**src/rtl/ifu.sv**
```systemverilog
// ============================================================================
//  Module   : ifu
//  Purpose  : Instruction fetch unit. Streams sequential instruction words
//             from the instruction SRAM into the IDU through a small
//             prefetch FIFO. Fetching starts at start_pc and stops once the
//             IDU reports a WFI instruction.
//  Revision : 1.0 - initial release
// ============================================================================
`default_nettype none

module ifu #(
  parameter int ADDR_W     = 12,
  parameter int INS_W      = 64,
  parameter int FIFO_DEPTH = 2
) (
  input  logic              clk,
  input  logic              rst,
  input  logic              start,
  input  logic [ADDR_W-1:0] start_pc,
  output logic              ifu_imem_req,
  output logic [ADDR_W-1:0] ifu_imem_addr,
  input  logic [INS_W-1:0]  imem_ifu_rdata,
  input  logic              idu_ifu_rdy,
  input  logic              idu_ifu_wfi,
  output logic              ifu_idu_vld,
  output logic [INS_W-1:0]  ifu_idu_ins,
  output logic              ifu_busy,
  output logic              ifu_done
);

  localparam int PTR_W = (FIFO_DEPTH > 1) ? $clog2(FIFO_DEPTH) : 1;
  localparam int CNT_W = $clog2(FIFO_DEPTH + 1);

  typedef enum logic [1:0] {
    IDLE  = 2'd0,
    FETCH = 2'd1,
    DONE  = 2'd2
  } state_t;

  state_t            state;
  state_t            state_nxt;
  logic [ADDR_W-1:0] pc;
  logic [INS_W-1:0]  fifo_mem [FIFO_DEPTH];
  logic [PTR_W-1:0]  rd_ptr;
  logic [PTR_W-1:0]  wr_ptr;
  logic [CNT_W-1:0]  count;
  logic              rd_pend;

  logic              fetching;
  logic              launch;
  logic              flush;
  logic              push;
  logic              pop;
  logic [CNT_W:0]    occupancy;

  // Pointer advance that also works for non power-of-two depths.
  function automatic logic [PTR_W-1:0] ptr_inc(input logic [PTR_W-1:0] p);
    return (p == PTR_W'(FIFO_DEPTH - 1)) ? '0 : p + 1'b1;
  endfunction

  assign fetching  = (state == FETCH);
  // A start pulse is only honoured outside FETCH.
  assign launch    = (state != FETCH) & start;
  // WFI seen while fetching: leave FETCH and throw away everything prefetched.
  assign flush     = fetching & idu_ifu_wfi;

  // The WFI mask keeps the IDU from taking anything queued behind the WFI.
  assign ifu_idu_vld = (count != '0) & fetching & ~idu_ifu_wfi;
  assign pop         = ifu_idu_vld & idu_ifu_rdy;
  // Returning data lands in the FIFO unless the flush discards it.
  assign push        = rd_pend & ~flush;

  // Slots already claimed after this cycle's pop; a new read may only be
  // issued when its data is guaranteed a free FIFO entry on return.
  assign occupancy    = {1'b0, count} + (CNT_W + 1)'(rd_pend) - (CNT_W + 1)'(pop);
  assign ifu_imem_req = fetching & ~idu_ifu_wfi & (occupancy < (CNT_W + 1)'(FIFO_DEPTH));
  assign ifu_imem_addr = pc;

  // Empty FIFO presents zero so the instruction bus is quiet out of reset.
  assign ifu_idu_ins = (count != '0) ? fifo_mem[rd_ptr] : '0;
  assign ifu_busy    = fetching;
  assign ifu_done    = (state == DONE);

  // State register.
  always_ff @(posedge clk) begin
    if (rst) begin
      state <= IDLE;
    end else begin
      state <= state_nxt;
    end
  end

  // Next-state decode.
  always_comb begin
    state_nxt = state;
    case (state)
      IDLE:    if (start)       state_nxt = FETCH;
      FETCH:   if (idu_ifu_wfi) state_nxt = DONE;
      DONE:    if (start)       state_nxt = FETCH;
      default:                  state_nxt = IDLE;
    endcase
  end

  // Fetch PC, read-pending flag and FIFO bookkeeping.
  always_ff @(posedge clk) begin
    if (rst) begin
      pc      <= '0;
      rd_pend <= 1'b0;
      count   <= '0;
      rd_ptr  <= '0;
      wr_ptr  <= '0;
    end else begin
      if (launch) begin
        pc <= start_pc;
      end else if (ifu_imem_req) begin
        pc <= pc + 1'b1;
      end

      if (flush) begin
        rd_pend <= 1'b0;
        count   <= '0;
        rd_ptr  <= '0;
        wr_ptr  <= '0;
      end else begin
        rd_pend <= ifu_imem_req;
        if (push) wr_ptr <= ptr_inc(wr_ptr);
        if (pop)  rd_ptr <= ptr_inc(rd_ptr);
        case ({push, pop})
          2'b10:   count <= count + 1'b1;
          2'b01:   count <= count - 1'b1;
          default: count <= count;
        endcase
      end
    end
  end

  // FIFO storage; contents need no reset because count gates visibility.
  always_ff @(posedge clk) begin
    if (push) begin
      fifo_mem[wr_ptr] <= imem_ifu_rdata;
    end
  end

  // The issue rule must never let a return arrive at a full FIFO.
  a_no_overflow : assert property (@(posedge clk) disable iff (rst)
    !(push && !pop && (count == CNT_W'(FIFO_DEPTH))));

endmodule

`default_nettype wire

```
**config.mk**
```make
export PLATFORM = sky130hd
export DESIGN_NAME = ifu
export DESIGN_NICKNAME = d
export VERILOG_FILES = /design/src/rtl/ifu.sv
export SDC_FILE = /design/constraint.sdc
export NUM_CORES = 1
export LEC_CHECK = 0
export CAP_MARGIN = 20
export CORE_AREA = 2 2 133 187
export DETAILED_ROUTE_END_ITERATION = 16
export DIE_AREA = 0 0 135 189
export PLACE_DENSITY = 0.48
export SLEW_MARGIN = 20
export SYNTH_ARGS = -nofsm -noshare
export SYNTH_HDL_FRONTEND = slang
export SYNTH_SLANG_ARGS = --single-unit
export TNS_END_PERCENT = 1
```
**constraint.sdc**
```tcl
create_clock -name clk -period 5.02 [get_ports clk]
set_input_delay 1.004 -clock clk [delete_from_list [all_inputs] [get_ports clk]]
set_output_delay 1.004 -clock clk [all_outputs]
set_load 0.01 [all_outputs]
```
# After elaboration in Yosys (flattened, before gate mapping)
# Memory sizes are Yosys's and may differ from the RTL's. A register that Yosys moved wholly into a read port is not among the register bits.
# Index checks and enable logic that the tools add are counted.
classes:
  n_eq_ne: 7
  addsub: 7
  n_bitwise: 10
  n_lt_le_gt_ge: 1
  reduce_logical: 7
  n_mux: 13
op_table:
  columns: ["cell", "count"]
  rows:
  - ["$mux 64", 1]
  - ["$mux 12", 2]
  - ["$add 12x1->12 const B", 1]
  - ["$and 1x1->1", 8]
  - ["$pmux 2 s2", 2]
  - ["$mux 1", 6]
  - ["$reduce_bool 2->1", 3]
  - ["$eq 2x1->1 const B", 2]
  - ["$eq 2x2->1 const B", 2]
  - ["$mux 2", 2]
  - ["$ne 2x1->1 const B", 2]
  - ["$reduce_or 2->1", 2]
  - ["$add 2x1->3", 1]
  - ["$lt 3x2->1 const B", 1]
  - ["$sub 3x1->3", 1]
  - ["$add 1x1->1 const B", 2]
  - ["$add 2x1->2 const B", 1]
  - ["$logic_not 2->1", 1]
  - ["$ne 2x2->1 const B", 1]
  - ["$not 1->1", 2]
  - ["$reduce_and 2->1", 1]
  - ["$sub 2x1->2 const B", 1]
totals:
  output_inout_bits: 80
  input_bits: 81
  n_memories: 1
  elab_cells: 52
  regBits: 19
  ram_bits: 128
memory_table:
  columns: ["name", "words", "word_bits", "rd", "rd_clocked_by_memory_dff", "wr", "line", "text"]
  rows:
  - ["fifo_mem", 2, 64, 1, 1, 1, "43", "logic [INS_W-1:0] fifo_mem [FIFO_DEPTH];"]

# Logic depth before layout (Yosys ltp)
logic_depth:
  depth_word: 9
  depth_mapped: 10
  ltp_nobuf: 9

# Worst setup path before layout
# OpenSTA, ideal clock, no wires.
synth_timing:
  path_type: "input -> register"
  from: "in idu_ifu_wfi"
  to: "mem fifo_mem[0][0] (enable)"
  slack_ns: 0.618
  setup_ns: 0.486
  cell_stages: 3
  t_required_ns: 4.534
  t_arrival_ns: 3.916
  path_buffers: 0
  cell_sequence: "nand3b_1 nand2_1 nor2_1"
synth_between:
  elab_chain_len: 5
synth_lines:
  columns: ["element", "line", "text"]
  rows:
  - ["start, declared", "24", "input logic idu_ifu_wfi,"]
  - ["$and 1x1->1", "65", "assign flush = fetching & idu_ifu_wfi;"]
  - ["$not 1->1", "71", "assign push = rd_pend & ~flush;"]
  - ["$and 1x1->1", "71", null]
  - ["$mux 1", "139", "if (push) begin"]
  - ["$mux 1 (implied by the code)", "140", "fifo_mem[wr_ptr] <= imem_ifu_rdata;"]
  - ["end, declared", "43", null]
# No other way between the ends.

# Worst setup path in the final report
layout_timing:
  from: "in idu_ifu_wfi"
  to: "out ifu_imem_req"
layout_between:
  elab_chain_len: 6
  word_cells_on_any_way: 7
  classes_between: "1 x add/sub; 1 x order compare; 5 x bitwise"
layout_lines:
  columns: ["element", "line", "text"]
  rows:
  - ["$not 1->1", "68", "assign ifu_idu_vld = (count != '0) & fetching & ~idu_ifu_wfi;"]
  - ["$and 1x1->1", "68", null]
  - ["$and 1x1->1", "69", "assign pop = ifu_idu_vld & idu_ifu_rdy;"]
  - ["net pop", "53", "logic pop;"]
  - ["$sub 3x1->3", "75", "assign occupancy = {1'b0, count} + (CNT_W + 1)'(rd_pend) - (CNT_W + 1)'(pop);"]
  - ["$lt 3x2->1", "76", "assign ifu_imem_req = fetching & ~idu_ifu_wfi & (occupancy < (CNT_W + 1)'(FIFO_DEPTH));"]
  - ["$and 1x1->1", "76", null]
  - ["end, declared", "20", "output logic ifu_imem_req,"]
# The timed path passes the listed nets, and every way through them passes these cells.

==> reports/qor.csv <==
metric,value,unit
Fin. Hold Viols,0,
Clock Tree Buf Depth,2,
Place WS,0.2840,ns
final clock skew,0.01034,ns
peak supply drop,231.9,uV
Final #Nets,644,
first-pass iteration count of the detailed router,4,
post-DP HPWL,8840,um
FP Rows,67,
Total Routing Usage GR,0.1132,
startpoint types,input pin,
vias,3738,
routed wire length,13680,um
Via-to-Cell Ratio,4.248,
clock latency on the worst-skew pair,0.42,ns
Routed WL per cell,15.54,um
share of cells above drive strength 1,0.06842,
"Top FF cell, synth",edfxtp_1,
fmax,0.2126,GHz
Finished Cell Area,8447,um2
initial core utilization,0.2461,
Cell Pwr Density,336.8,nW/um2
min-delay src,ifu_imem_addr[11],
Antenna Cells,0,
Clock transition at path regs,0.06,ns
number of synthesized flops with an enable pin,128,
Initial DRC Count,72,
"Req. time, crit path",4.02,ns
unrepaired setup endpoints after global routing,false,
synthesis warning total,0,
final worst slack,0.3159,ns
Post-Syn Area,5859,um2
Die Y,189,um
most frequent cell after synthesis,edfxtp_1,
antenna-violating nets left,0,
post-synth net total,477,
LEAKAGE,2.644,nW
sequential share of the synthesized area,0.7243,
Worst Path Arrival,3.70,ns
Crit Path Class,input pin to primary output,
final worst path period share,0.9371,
PortBufs,160,
placer congestion estimate,0.7734,
Least-Margin Pin Slew,1.000,ns
CTS Buf Count,17,
r2r startpoint,state[0],
Fin Setup TNS,0,ns
Placed Area,7855,um2
initial antenna violation count,0,
worst hold stages,2,
IO Pins,161,
CP Capture Type,primary output,
Worst Setup SP,idu_ifu_wfi,
worst hold path type,register to register,
Post-CTS Hold Fix Bufs,0,
postcts setup bufs,0,
library cells used by synthesis,38,
Remaining DRCs,0,
CTS resizes,0,
Post-Route Utilization,0.3548,
synthesis-to-layout area growth,44.16,%
Max Cap Violations,0,
Core Box Area,23810,um2
area of the die,25520,um2
status,"complete, no violations",
clock sinks,148,
die width,135,um
Async SR Flop Fraction,0,
synthesized area per cell,14.95,um2
Slew HR,0.3333,
Seq cells post-synth,148,
total power,0.002845,W
minimum clock period,4.704,ns
Pins Over Slew Limit,0,
top cell type's share of synthesized area,0.6560,
synth top area cells,"edfxtp_1 66%, mux2i_1 11%, dfxtp_1 6.8%",
CTS H-Tree Depth,4,
Post-synth top cells,"128 x edfxtp_1, 84 x nor2_1, 64 x mux2i_1",
"Setup violations, final",0,
largest net degree at the start of global routing,66,
reg2reg path depth,10,
root buffer cell,clkbuf_16,
global-route wire length before repair,21980,um
crit-path max FO,4,
number of global-route vias before repair,4186,
Yosys top cell by area,edfxtp_1,
cells after synthesis,392,
CTS tree,yes,
GRT overflow,0,
worst max-delay path: stages:
cell	delay (ns)
clkdlybuf4s50_1	0.46
nor3b_1	0.24
and3b_1	0.26
ha_1	0.24
nand2b_1	0.16
fa_1	0.48
and4bb_1	0.21
nand2_1	0.08
inv_1	0.05
clkdlybuf4s50_1	0.52
cell type report:
cell class | count | area [um2]
Multi-Input combinational cell | 221 | 1541
Fill cell | 2349 | 15360
Clock buffer | 17 | 425.4
Clock inverter | 13 | 166.4
Timing Repair Buffer | 166 | 1659
Tap cell | 310 | 387.9
Inverter | 5 | 18.77
Sequential cell | 148 | 4248
through the flow:
stage          instances  hold WS, ns
2_1_floorplan        392       0.4813
5_1_grt              880       0.5638
6_report             880       0.5073
4_1_cts              880       0.5075
3_5_place_dp         850       0.4993
3_3_place_gp         850       0.4967
power by group:
part	total [W]	leakage, nW	internal (W)	switching [W]
Sequential	0.00138	1.32	0.00136	0.0000175
Clock	0.00129	0.288	0.000816	0.000470
Combinational	0.000184	1.04	0.000110	0.0000741
sequential cells by signal, summed over array words and instances (netlist names), named ones only:
name,flops
state,2
wr_ptr,1
count,2
ifu_imem_addr,12
fifo_mem,128
rd_pend,1
rd_ptr,1
cell usage in the layout, fill, tap and decap left out, types with 2 or more instances in the layout:
| cell | instances |
|---|---|
| clkinv_1 | 4 |
| clkinv_2 | 3 |
| dfxtp_1 | 19 |
| xnor2_1 | 4 |
| edfxtp_1 | 128 |
| inv_1 | 5 |
| clkbuf_16 | 17 |
| a21oi_1 | 3 |
| or3_1 | 2 |
| nand2_1 | 6 |
| nand4_1 | 4 |
| nor2_4 | 2 |
| bufinv_16 | 4 |
| o21ai_0 | 2 |
| o31ai_1 | 4 |
| nand2b_1 | 3 |
| buf_4 | 5 |
| nand3_1 | 3 |
| mux2i_1 | 64 |
| ha_1 | 3 |
| a311oi_1 | 6 |
| clkdlybuf4s50_1 | 160 |
| xor2_1 | 7 |
| or4_1 | 4 |
| a211oi_1 | 6 |
| nor2_1 | 82 |
cells by family (layout without fill, tap and decap cells):
family	after synthesis	in the layout	share of synthesized area
xor+xnor	12	12	0.01922
mux	64	64	0.1093
simple gates	120	120	0.09524
flops	148	148	0.7243
buf+inv	23	201	0.01602
fa+ha+maj	4	4	0.009824
compound gates	21	21	0.02605
routing by layer:
layer / part of all wire / global-route usage
met5: 0 / 0
met4: 0.028 / 0.05449
met3: 0.065 / 0.04337
met2: 0.52 / 0.2027
met1: 0.39 / 0.1141
path summary, 6_finish.rpt:
check | slack, ns | endpoint
max | 0.32 | ifu_imem_req
min | 0.51 | ifu_imem_addr[11]
max reg2reg | 1.81 | ifu_imem_addr[9]
min reg2reg | 0.51 | ifu_imem_addr[11]
No activity file was read; power rests on OpenSTA's default activity.
